`config.mk`:
```
export PLATFORM = sky130hd
export DESIGN_NAME = jtag_tap_core
export DESIGN_NICKNAME = d
export VERILOG_FILES = /design/src/rtl/jtag_pkg.sv /design/src/rtl/jtag_ir_reg.sv /design/src/rtl/jtag_tap_core.sv
export SDC_FILE = /design/constraint.sdc
export NUM_CORES = 1
export LEC_CHECK = 0
export CAP_MARGIN = 20
export CORE_ASPECT_RATIO = 1.1
export CORE_MARGIN = 2
export CORE_UTILIZATION = 40
export CTS_CLUSTER_SIZE = 8
export DETAILED_ROUTE_END_ITERATION = 7
export PLACE_DENSITY_LB_ADDON = 0.25
export REMOVE_ABC_BUFFERS = 1
export SKIP_CTS_REPAIR_TIMING = 1
export SLEW_MARGIN = 10
export SYNTH_ARGS = -nofsm -noshare
export SYNTH_HDL_FRONTEND = slang
export SYNTH_SLANG_ARGS = --single-unit
export TNS_END_PERCENT = 50
```
`constraint.sdc`:
```
create_clock -name tck -period 3.5 [get_ports tck]
set_input_delay 0.525 -clock tck [delete_from_list [all_inputs] [get_ports tck]]
set_output_delay 0.525 -clock tck [all_outputs]
set_load 0.03 [all_outputs]
```
`src/rtl/jtag_pkg.sv`:
```
// Shared JTAG TAP definitions: state encodings, BYPASS opcode and next-state logic.
package jtag_pkg;

  // IEEE 1149.1 TAP controller state encodings.
  typedef enum logic [3:0] {
    EXIT2_DR = 4'h0,
    EXIT1_DR = 4'h1,
    SHF_DR   = 4'h2,
    PAS_DR   = 4'h3,
    SEL_IR   = 4'h4,
    UPD_DR   = 4'h5,
    CAP_DR   = 4'h6,
    SEL_DR   = 4'h7,
    EXIT2_IR = 4'h8,
    EXIT1_IR = 4'h9,
    SHF_IR   = 4'hA,
    PAS_IR   = 4'hB,
    RTI      = 4'hC,
    UPD_IR   = 4'hD,
    CAP_IR   = 4'hE,
    TL_RST   = 4'hF
  } state_t;

  // Widest instruction register any instance may use.
  localparam int unsigned IR_WIDTH_MAX = 8;
  localparam logic [IR_WIDTH_MAX-1:0] BYPASS_INST_MAX = '1;

  // BYPASS opcode is all-ones of the instance IR width, right-aligned.
  function automatic logic [IR_WIDTH_MAX-1:0] bypass_inst(input int unsigned w);
    return BYPASS_INST_MAX >> (IR_WIDTH_MAX - w);
  endfunction

  // TAP state transition on one posedge of tck.
  function automatic state_t next_state(input state_t cur, input logic tms);
    state_t nxt;
    nxt = cur;
    case (cur)
      TL_RST:   nxt = tms ? TL_RST   : RTI;
      RTI:      nxt = tms ? SEL_DR   : RTI;
      SEL_DR:   nxt = tms ? SEL_IR   : CAP_DR;
      CAP_DR:   nxt = tms ? EXIT1_DR : SHF_DR;
      SHF_DR:   nxt = tms ? EXIT1_DR : SHF_DR;
      EXIT1_DR: nxt = tms ? UPD_DR   : PAS_DR;
      PAS_DR:   nxt = tms ? EXIT2_DR : PAS_DR;
      EXIT2_DR: nxt = tms ? UPD_DR   : SHF_DR;
      UPD_DR:   nxt = tms ? SEL_DR   : RTI;
      SEL_IR:   nxt = tms ? TL_RST   : CAP_IR;
      CAP_IR:   nxt = tms ? EXIT1_IR : SHF_IR;
      SHF_IR:   nxt = tms ? EXIT1_IR : SHF_IR;
      EXIT1_IR: nxt = tms ? UPD_IR   : PAS_IR;
      PAS_IR:   nxt = tms ? EXIT2_IR : PAS_IR;
      EXIT2_IR: nxt = tms ? UPD_IR   : SHF_IR;
      UPD_IR:   nxt = tms ? SEL_DR   : RTI;
      default:  nxt = TL_RST;
    endcase
    return nxt;
  endfunction

endpackage

```
`src/rtl/jtag_ir_reg.sv`:
```
// Instruction register: serial shift stage plus parallel update latch.
module jtag_ir_reg
  import jtag_pkg::*;
#(
  parameter int unsigned         IR_WIDTH   = 4,
  parameter logic [IR_WIDTH-1:0] IR_CAPTURE = 'b0001,
  parameter logic [IR_WIDTH-1:0] IR_DEFAULT = 'h1
) (
  input  logic                tck,
  input  logic                trst,
  input  logic                capture,
  input  logic                shift,
  input  logic                update,
  input  logic                reset_default,
  input  logic                tdi,
  output logic                shift_lsb,
  output logic [IR_WIDTH-1:0] ir_value
);

  logic [IR_WIDTH-1:0] shift_q, shift_d;
  logic [IR_WIDTH-1:0] ir_q, ir_d;

  // Next values: capture/shift the stage, latch it on update, default in Test-Logic-Reset.
  always_comb begin
    shift_d = shift_q;
    ir_d    = ir_q;
    if (reset_default) begin
      shift_d = IR_CAPTURE;
      ir_d    = IR_DEFAULT;
    end else begin
      if (capture) shift_d = IR_CAPTURE;
      if (shift)   shift_d = {tdi, shift_q[IR_WIDTH-1:1]};
      if (update)  ir_d    = shift_q;
    end
  end

  // Shift stage and current instruction registers.
  always_ff @(posedge tck or posedge trst) begin
    if (trst) begin
      shift_q <= IR_CAPTURE;
      ir_q    <= IR_DEFAULT;
    end else begin
      shift_q <= shift_d;
      ir_q    <= ir_d;
    end
  end

  assign shift_lsb = shift_q[0];
  assign ir_value  = ir_q;

endmodule

```
`src/rtl/jtag_tap_core.sv`:
```
// JTAG TAP core: state machine, IR, decode, BYPASS/IDCODE DRs and TDO retiming.
module jtag_tap_core
  import jtag_pkg::*;
#(
  parameter int unsigned         IR_WIDTH       = 4,
  parameter logic [IR_WIDTH-1:0] IR_CAPTURE     = 'b0001,
  parameter logic [31:0]         IDCODE_VAL     = 32'h1BA0_0477,
  parameter logic [IR_WIDTH-1:0] IDCODE_INST    = 'h1,
  parameter int unsigned         USER_INST_BASE = 'h8,
  parameter int unsigned         NUM_USER_DR    = 2
) (
  input  logic                   tck,
  input  logic                   trst,
  input  logic                   tms,
  input  logic                   tdi,
  output logic                   tdo,
  output logic                   tdo_oe,
  output logic                   tl_reset,
  output logic [IR_WIDTH-1:0]    ir_value,
  output logic                   capdr,
  output logic                   shiftdr,
  output logic                   updatedr,
  output logic [NUM_USER_DR-1:0] user_sel,
  input  logic [NUM_USER_DR-1:0] user_tdo,
  output logic [3:0]             state
);

  localparam logic [IR_WIDTH-1:0] BYPASS_INST = IR_WIDTH'(bypass_inst(IR_WIDTH));

  state_t      state_q, state_d;
  logic        bypass_q, bypass_d;
  logic [31:0] idcode_q, idcode_d;
  logic        tdo_q, tdo_d;
  logic        tdo_oe_q, tdo_oe_d;

  logic                   ir_lsb;
  logic [IR_WIDTH-1:0]    ir_cur;
  logic [NUM_USER_DR-1:0] user_sel_c;
  logic                   sel_user;
  logic                   sel_idcode;
  logic                   sel_bypass;
  logic                   user_bit;

  jtag_ir_reg #(
    .IR_WIDTH   (IR_WIDTH),
    .IR_CAPTURE (IR_CAPTURE),
    .IR_DEFAULT (IDCODE_INST)
  ) u_ir (
    .tck           (tck),
    .trst          (trst),
    .capture       (state_q == CAP_IR),
    .shift         (state_q == SHF_IR),
    .update        (state_q == UPD_IR),
    .reset_default (state_q == TL_RST),
    .tdi           (tdi),
    .shift_lsb     (ir_lsb),
    .ir_value      (ir_cur)
  );

  // Instruction decode: user opcodes first, then IDCODE, everything else is BYPASS.
  always_comb begin
    user_sel_c = '0;
    for (int unsigned k = 0; k < NUM_USER_DR; k++) begin
      user_sel_c[k] = (ir_cur == IR_WIDTH'(USER_INST_BASE + k));
    end
    sel_user   = |user_sel_c;
    sel_idcode = !sel_user && (ir_cur == IDCODE_INST);
    sel_bypass = (ir_cur == BYPASS_INST) || (!sel_user && !sel_idcode);
    user_bit   = |(user_sel_c & user_tdo);
  end

  // Next state and data-register updates, only for the selected DR.
  always_comb begin
    state_d  = next_state(state_q, tms);
    bypass_d = bypass_q;
    idcode_d = idcode_q;
    if (sel_bypass) begin
      if (state_q == CAP_DR) bypass_d = 1'b0;
      if (state_q == SHF_DR) bypass_d = tdi;
    end
    if (sel_idcode) begin
      if (state_q == CAP_DR) idcode_d = IDCODE_VAL;
      if (state_q == SHF_DR) idcode_d = {tdi, idcode_q[31:1]};
    end
  end

  // TAP state and built-in data registers.
  always_ff @(posedge tck or posedge trst) begin
    if (trst) begin
      state_q  <= TL_RST;
      bypass_q <= 1'b0;
      idcode_q <= IDCODE_VAL;
    end else begin
      state_q  <= state_d;
      bypass_q <= bypass_d;
      idcode_q <= idcode_d;
    end
  end

  // TDO source mux; tdo holds outside the Shift states.
  always_comb begin
    tdo_d    = tdo_q;
    tdo_oe_d = 1'b0;
    if (state_q == SHF_IR) begin
      tdo_d    = ir_lsb;
      tdo_oe_d = 1'b1;
    end else if (state_q == SHF_DR) begin
      tdo_oe_d = 1'b1;
      if (sel_user)        tdo_d = user_bit;
      else if (sel_idcode) tdo_d = idcode_q[0];
      else                 tdo_d = bypass_q;
    end
  end

  // TDO is relaunched on the falling edge so the host samples it on the next rising edge.
  always_ff @(negedge tck or posedge trst) begin
    if (trst) begin
      tdo_q    <= 1'b0;
      tdo_oe_q <= 1'b0;
    end else begin
      tdo_q    <= tdo_d;
      tdo_oe_q <= tdo_oe_d;
    end
  end

  assign tdo      = tdo_q;
  assign tdo_oe   = tdo_oe_q;
  assign tl_reset = (state_q == TL_RST);
  assign ir_value = ir_cur;
  assign capdr    = (state_q == CAP_DR);
  assign shiftdr  = (state_q == SHF_DR);
  assign updatedr = (state_q == UPD_DR);
  assign user_sel = user_sel_c;
  assign state    = state_q;

endmodule

```
# == After elaboration in Yosys (flattened, before gate mapping) ==
# Index checks and enable logic that the tools add are counted.
# word_totals
register_bits,47
in_bits,6
output_inout_bits,16
# classes
eq_ne,19
mux,28
bitwise_logic,1
reduce_logical,17
# ops
cell,n
$mux W32,2
$pmux W4 S12,1
$eq A4 B4 Y1 const B,11
$mux W4,6
$eq A4 B3 Y1 const B,4
$mux W2,6
$mux W3,4
$mux W1,9
$eq A4 B1 Y1 const B,2
$eq A4 B2 Y1 const B,2
$reduce_or A2 Y1,4
$reduce_bool A2 Y1,3
$logic_not A4 Y1,1
$reduce_and A2 Y1,2
$reduce_bool A3 Y1,1
$reduce_or A3 Y1,1
$and A2 B2 Y2,1
$logic_and A1 B1 Y1,2
$logic_not A1 Y1,2
$logic_or A1 B1 Y1,1

# == Logic depth before layout (Yosys ltp) ==
# logic_depth
ltp_word,8
depth_mapped,6

# == Modules after synthesis ==
# Synthesis repeated with hierarchy kept, for this count alone.
# hier_totals
hier_cells,201
hier_area_um2,2307.2
# by_module_without_submodules
mod,instances,cells_each,area_each_um2,seq_area_each_um2
jtag_tap_core,1,170,1968.1,997.2
jtag_ir_reg,1,31,339.1,202.7

==> out/metrics.yaml <==
cells_and_area:
  post-route-util_pct: 46.9
  area_growth_pct: 14.2
  drive_above_1_share_pct: 20.2
  antennaDiodeCount: 0
  layout.nets: 252
  postLayoutCellArea_sq_um: 2510
global_routing:
  track_usage_pct: 14.5
  grt_pass1_vias: 1455
  grt_max_degree: 47
  antenna_found_initial: 0
  grt_pass1_wl_um: 6710
  overflow: 0
pwr:
  pwr-share-comb_pct: 42.1
  p_sw_share_pct: 40.7
  ir_drop_uv: 390
  p_leak_uw: 0.00106
  power_frac_clock_pct: 13.9
  p_int_uw: 1340
  seqPwrFrac_pct: 44.0
  power.net_switching_uw: 923
  p_per_area_nw_per_um2: 902
setup_path:
  cp_slowest_stage_delay_ns: 0.40
  r2r_slack_ns: 0.28
  cp.arrival_ns: 2.73
  worstSetupStartpointType: "flop"
  worstPathRequired_ns: 2.97
  crit_type: "flop to output pin"
  path_buf_inv: 1
  critical_path.max_fanout: 2
  rr_startpoint: "u_ir.ir_value[0]"
  crit_chain: "dlymetal6s2s_1"
  critPathTopFamily: "flip-flops"
  cp-end-kind: "output pin"
  worstReg2RegEnd: "tdo"
  slowest_stage: "dfrtn_1"
  reg2reg_depth: 4
timing:
  setup_viol: 0
  relSlewSlack_pct: 57.9
  tightest_slew_ns: 0.631
  fin_tns_setup_ns: 0
  skew_ns: 0.00738
  setup_slack_ns: 0.240
  finalHoldViolations: 0
  drv_slew: 0
  rsz0062_at_grt: "no"
logic_synthesis:
  synth_common_cells: "nand2_1, dfrtp_1, nor2_1, dfstp_2, o21ai_1"
  yosysTopAreaCell: "dfrtp_1"
  yosysSeqAreaShare_pct: 54.5
  ys_ff_latch: 47
  ys_types: 33
  async_flop_share_pct: 100
  synth_area_sq_um: 2200
  yosys_warnings: 0
  synth-compound-area-share_pct: 16.2
  synthTopCellsByArea: "dfrtp_1, dfstp_2, nand2_1"
  synth_top_family_by_area: "simple AND/OR/NAND/NOR gates"
  synth_edf_count: 0
  synth_fa_ha_area_share_pct: 0
  synthSimpleGateAreaFrac_pct: 21.3
  yosys.area.top_type_share_pct: 29.6
  synth.mux.area_fraction_pct: 2.22
  syn_inst: 229
  syn_avg_cell_area_sq_um: 9.61
  ys.flop_type: "dfrtp_1"
  synth_xor_xnor_area_share_pct: 0
  synth.most_common_cell: "nand2_1"
routing:
  wirelength_um: 3770
  drt_first_iter_violations: 86
  viasPerCell: 4.74
  vias: 1527
  routedWlPerCell_um: 11.7
  firstDrtPassIters: 4
  antenna_left: 0
  drcViolationCount: 0
floorplanning:
  die_area_sq_um: 6110
  coreArea_sq_um: 5360
  fp.dieW_um: 74.7
  die_h_um: 81.8
  rows: 28
  initial_core_util_pct: 41.1
  ios: 22
place:
  dp_hpwl_um: 2390
  placed_cell_area_sq_um: 2420
  gp_congestion: 0.690
  place_ws_ns: 0.0740
  io_buffers: 21
worst_hold_path:
  holdPathStages: 2
  min_from: "tdo"
  hold_path_class: "flop to flop"
  hold_end: "tdo"
flow_run:
  maxCapViolCount: 0
clock_network:
  clock_latency_ns: 0.30
  path_clk_slew_ns: 0.05
  cts_tree: "done"
  cts_root_buf: "clkbuf_8"
  cts_sinks: 47
  cts_buffers: 5
  htree_levels: 2
  cts.path.max_buffers: 2
status:
  status: "finished clean"
sequential cells by signal (all words and copies together) (netlist names):
name / count
idcode_q: 32
state: 4
u_ir.ir_value: 4
u_ir.shift_q: 4
bypass_q: 1
tdo: 1
tdo_oe: 1
cells in the final DEF, fill, tap and decap left out, types with 2 or more instances in the layout:
master            n
dfstp_2          19
dlymetal6s2s_1    2
a22o_1            2
o21ai_0          14
nand3_1           4
nor2_1           20
buf_4             4
nand2_1          60
mux2_2            3
clkdlybuf4s50_1  19
nor3_1            2
clkbuf_8          5
nand2b_1          8
nor2b_1           3
o21ai_1          19
nor3b_1           2
o21ai_2          12
dfrtp_1          26
inv_1             3
dfrtn_1           2
a21oi_1           2
power groups by stage:
| stage | Sequential, uW | Combinational, uW | Clock [uW] |
|---|---|---|---|
| 4_1_cts | 998 | 971 | 330 |
| 5_1_grt | 1030 | 1090 | 356 |
| 2_1_floorplan | 1110 | 548 | 0 |
| 3_5_place_dp | 1010 | 970 | 0 |
| 6_report | 997 | 955 | 316 |
| 3_3_place_gp | 998 | 959 | 0 |
worst max path at each step:
stage / start / to / slack (ns) / depth (start not counted)
floorplan: u_ir.ir_value[0] / tdo / 0.23 / 4
global placement: user_tdo[0] / tdo / 0.08 / 5
detailed placement: user_tdo[0] / tdo / 0.07 / 5
CTS: tdo / tdo / -0.15 / 1
global route: u_ir.ir_value[0] / tdo / 0.15 / 4
finish: tdo / tdo / 0.24 / 1
through the flow:
step | std cells | power [uW] | hold WS [ns]
after floorplan | 214 | 1660 | 0.443
after CTS | 322 | 2300 | 0.463
after global placement | 314 | 1960 | 0.451
after detailed placement | 314 | 1980 | 0.454
final | 322 | 2270 | 0.459
after global routing | 322 | 2470 | 0.484
layer usage:
layer  wire, um  share of wire, %  GRT usage, %
met3        152               4.0          4.42
met2       1690                45          22.0
met4         53               1.4          5.36
met5          0                 0             0
met1       1870                50          19.4
area by class of cell:
| type | count | area [sq um] |
|---|---|---|
| Inverter | 4 | 15.0 |
| Clock buffer | 6 | 72.6 |
| Fill cell | 525 | 2850 |
| Clock inverter | 2 | 12.5 |
| Sequential cell | 47 | 1200 |
| Multi-Input combinational cell | 163 | 875 |
| Tap cell | 75 | 93.8 |
| Timing Repair Buffer | 25 | 245 |
kinds of logic (layout without fill, tap and decap cells):
| kind of cell | count (synthesis) | after routing |
|---|---|---|
| mux | 4 | 4 |
| flops | 47 | 47 |
| compound gates | 56 | 56 |
| buf+inv | 19 | 37 |
| simple gates | 103 | 103 |
(Power assumes the default switching activity.)
==> edit 1: new RTL, same flow settings <==
Make the reset (`trst`) synchronous in 3 clocked blocks.
--- a/src/rtl/jtag_ir_reg.sv
+++ b/src/rtl/jtag_ir_reg.sv
@@ -35,7 +35,7 @@
   end
 
   // Shift stage and current instruction registers.
-  always_ff @(posedge tck or posedge trst) begin
+  always_ff @(posedge tck) begin
     if (trst) begin
       shift_q <= IR_CAPTURE;
       ir_q    <= IR_DEFAULT;
--- a/src/rtl/jtag_tap_core.sv
+++ b/src/rtl/jtag_tap_core.sv
@@ -85,7 +85,7 @@
   end
 
   // TAP state and built-in data registers.
-  always_ff @(posedge tck or posedge trst) begin
+  always_ff @(posedge tck) begin
     if (trst) begin
       state_q  <= TL_RST;
       bypass_q <= 1'b0;
@@ -113,7 +113,7 @@
   end
 
   // TDO is relaunched on the falling edge so the host samples it on the next rising edge.
-  always_ff @(negedge tck or posedge trst) begin
+  always_ff @(negedge tck) begin
     if (trst) begin
       tdo_q    <= 1'b0;
       tdo_oe_q <= 1'b0;
Check against the original RTL: not checked (the comparison handles one clock edge and no latches or derived clocks); the edit may change what the design does.
==> edit 1 against the unedited design <==
Setup slack better by 31 ps. Sequential share of layout area down 7.8 points. Area after synthesis down 8.6%. Sequential cell count unchanged. Routed wire length up 5.7%. Synthesized cell count up 1.7%. Critical path type unchanged. Final area down 6.2%. Register-to-register slack better by 140 ps. Largest cell class is now multi-input gates. Non-clock buffer count up 3.
Power is not compared: it rests on default switching activity, and its combinational part moved more than twofold at a synthesized area within 25%.
==> edit 1: results (changes against the unedited design) <==
metric	value	unit	change
min_from	idcode_q[22]		
cp_top_family	flip-flops		
grt_pass1_vias	1488		+2.3%
drt_iter0_markers	77		-10%
slowest_delay	320	ps	-80 ps
grt_util_met1	19.7	%	+0.34 points
yosys_warnings	0		unchanged
gp_congestion	0.755		+9.5%
worstPathMaxFanout	2		unchanged
fillers	479		-8.8%
crit_start	tdo		
grt_pass1_wl	6850	um	+2.1%
clock_skew	52.3	ps	+44.9 ps
wire_per_inst	12.9	um	+10%
insertedDiodeCount	0		unchanged
synth_area_leaders	dfxtp_1, nand3b_1, a21oi_1, nand2_1, o21bai_1		
hp-class	reg -> reg		
dp_cells	300		-4.5%
fin_cells	309		-4.0%
use_met2	23.8	%	+1.8 points
use_met3	4.36	%	-0.053 points
cts-root-buf	clkbuf_8		
netlist-cell-type-count	35		+6.1%
layout.nets	256		+1.6%
grt_util_all_layers	15.3	%	+0.82 points
drive_gt1_share	7.97	%	-12 points
routed-via-count	1632		+6.9%
yosys-top-cells-count	dfxtp_1, nand2_1, a21oi_1		
max-vdd-ir-drop	0.243	mV	
synthArstFlopShare	0	%	-100 points
syn_inst	233		+1.7%
cp.arrival	2700	ps	-30 ps
post-dp-hpwl	2500	um	+4.4%
largest_register_ffs	32		unchanged
slowest_stage	dfxtp_1		
tightestPinTransition	1030	ps	+398 ps
htree_levels	2		unchanged
port_buffers	21		unchanged
largest_register	idcode_q		
r2r_setup_slack	420	ps	+140 ps
timing.rr.start	u_ir.ir_value[3]		
drtPass1Iterations	4		unchanged
clockBufferDepth	2		unchanged
status	finished, final reports clean		
clkTransAtPathRegs	90	ps	+40 ps
power.leakage	0.975	nW	
numCtsBuffers	5		unchanged
grt_max_degree	47		unchanged
ys_seq_area_share	46.8	%	-7.8 points
antenna_found_initial	0		unchanged
insertion_delay	350	ps	+50 ps
[edit 1: cell count changes after synthesis, moves of 19 or more]
| cell | change |
|---|---|
| nand2_1 | -30 |
| o21ai_1 | -19 |
| dfrtp_1 | -26 |
| a21oi_1 | +22 |
| dfstp_2 | -19 |
| dfxtp_1 | +47 |
[edit 1: worst paths after layout]
check / end / cells past startpoint
worst min register to register: idcode_q[22] / 2
worst min-delay path: idcode_q[22] / 2
worst max-delay path: tdo / 1
worst max register to register: tdo / 4
[edit 1: cells by family (layout without fill, tap and decap cells)]
family | count (synthesis) | after routing | share of synthesized area [%]
flops | 47 | 47 | 46.8
compound gates | 52 | 52 | 16.3
mux | 5 | 5 | 2.49
simple gates | 106 | 106 | 28.2
buf+inv | 23 | 41 | 6.22
[edit 1: per-stage QoR]
stage	setup slack, ps	utilization [%]	hold WS [ps]	total power [mW]	area, um2
final	271	47.8	456	1.10	2360
after global routing	217	47.8	480	1.15	2360
after CTS	-136	47.7	458	1.12	2350
after detailed placement	103	45.4	444	0.716	2240
after global placement	138	45.4	438	0.716	2240
after floorplan	-6.39	-	426	0.654	1900
[edit 1: area by class of cell]
type	count	area (um2)	area share, %
clock buffer	5	68.8	2.92
clock inverter	5	51.3	2.18
inverter	3	11.3	0.477
multi-input combinational	163	946	40.1
sequential	47	941	39.9
tap	58	72.6	3.08
timing repair buffer	28	268	11.4
[edit 1: per-layer routing]
layer,vias to the layer above,wire (um),part of all wire [%]
met5,-,0,0
met4,0,53,1.3
met3,5,166,4.2
met2,27,1810,46
met1,764,1950,49
li1,836,-,-
[edit 1: worst register-to-register path: stages (launching register included)]
cell       delay, ps
dfxtp_1          440
or3b_2           490
o2bb2ai_1        150
a221oi_1          60
o32ai_1          130
[edit 1: where the power goes]
group          switching, mW  internal (mW)
logic                 0.0920         0.0595
clock network          0.188          0.216
registers            0.00403          0.542
==> edit 2: new RTL, same flow settings <==
Without the edit above. Change the parameter `NUM_USER_DR` from 2 to 1.
--- a/src/rtl/jtag_tap_core.sv
+++ b/src/rtl/jtag_tap_core.sv
@@ -7,7 +7,7 @@
   parameter logic [31:0]         IDCODE_VAL     = 32'h1BA0_0477,
   parameter logic [IR_WIDTH-1:0] IDCODE_INST    = 'h1,
   parameter int unsigned         USER_INST_BASE = 'h8,
-  parameter int unsigned         NUM_USER_DR    = 2
+  parameter int unsigned         NUM_USER_DR    = 1
 ) (
   input  logic                   tck,
   input  logic                   trst,
Ports: changed (resized user_sel and user_tdo); port bits go from 22 to 20. The function was not compared with the original's and may differ.
==> edit 2 against the unedited design <==
Sequential share of layout area fell by 2.4 points. First-iteration DRC count is 38% lower. Combinational power is 9.0% lower. Sequential cell count is the same. Area after synthesis up 2.6%. Register-to-register slack lost 50 ps. Routed wire length up 0.21%. Critical path depth did not move. Final area grew 5.2%. Total power decreased by 0.81%. Setup slack got worse by 16 ps. Highest routed layer unchanged.
==> edit 2: results (changes against the unedited design) <==
metric	value	unit	change
layout.nets	226		-10%
hold_path_end	idcode_q[24]		
post-dp-hpwl	2420	um	+1.0%
timing.rr.end	tdo		
drive_gt1_share	24.8	%	+4.5 points
clkTransAtPathRegs	90	ps	+40 ps
holdWs	472	ps	+13.0 ps
slew_headroom	64.7	%	+6.9 points
r2r.worst_path.cells	3		-1
grt_pass1_wl	6700	um	-0.21%
grt_pass1_vias	1441		-0.96%
min_from	idcode_q[24]		
use_met2	20.6	%	-1.5 points
clock_skew	8.87	ps	+1.49 ps
ys_seq_area_share	53.1	%	-1.4 points
max-vdd-ir-drop	0.585	mV	+50%
grt_util_all_layers	13.7	%	-0.72 points
use_met3	4.00	%	-0.41 points
largest_register_ffs	32		unchanged
grt_util_met1	19.1	%	-0.29 points
avgViaCountPerCell	4.75		+0.25%
synth_area_leaders	dfrtp_1, dfstp_2, mux2_4, mux2i_1, nor2b_1		
drt_iter0_markers	53		-38%
netlist-cell-type-count	37		+12%
wire_per_inst	12.7	um	+8.6%
grt_max_degree	44		-6.4%
gp_congestion	0.768		+11%
status	finished, final reports clean		
power.leakage	1.35	nW	+27%
yosys-top-cells-count	dfrtp_1, nor2_1, dfstp_2		
port_buffers	19		-9.5%
-- edit 2: per-stage QoR --
step / util [%] / setup WS (ps) / std cells / instance area, um2 / power (mW)
after detailed placement: 46.5 / 158 / 289 / 2520 / 1.86
after global routing: 48.7 / 141 / 297 / 2650 / 2.41
after global placement: 46.5 / 169 / 289 / 2520 / 1.85
after CTS: 48.6 / -182 / 297 / 2640 / 2.28
after floorplan: - / -279 / 190 / 2200 / 1.58
final: 48.7 / 224 / 297 / 2650 / 2.25
-- edit 2: final cells by class --
| cell class | count | area [um2] |
|---|---|---|
| well taps | 75 | 93.8 |
| flip-flops and latches | 47 | 1200 |
| repair buffers | 24 | 233 |
| clock inverters | 2 | 35.0 |
| fillers | 477 | 2790 |
| inverters | 18 | 67.6 |
| clock buffers | 6 | 82.6 |
| multi-input cells | 125 | 933 |
-- edit 2: cell families after synthesis --
family,after synthesis,share of synthesized area [%]
flops,47,53.1
mux,34,19.0
simple gates,64,14.2
compound gates,26,7.48
buf+inv,30,5.76
xor+xnor,1,0.388
-- edit 2: power by group --
group	switching [mW]	leakage, nW	internal (mW)	total, mW
Clock	0.177	0.0612	0.231	0.408
Sequential	0.162	0.581	0.809	0.971
Combinational	0.479	0.712	0.390	0.869
Total	0.818	1.35	1.43	2.25
-- edit 2: worst max path at each step --
stage | start | end | depth (start not counted) | slack (ps)
after floorplan | u_ir.ir_value[3] | tdo | 3 | -280
after global placement | tdo | tdo | 1 | 170
after detailed placement | tdo | tdo | 1 | 160
after CTS | tdo | tdo | 1 | -180
after global routing | state[1] | tdo | 3 | 140
final | tdo | tdo | 1 | 220
-- edit 2: per-layer routing --
metal / share of wire (%) / wire, um
met1: 49 / 1850
met5: 0 / 0
met4: 1.5 / 58
met3: 3.5 / 131
met2: 46 / 1740
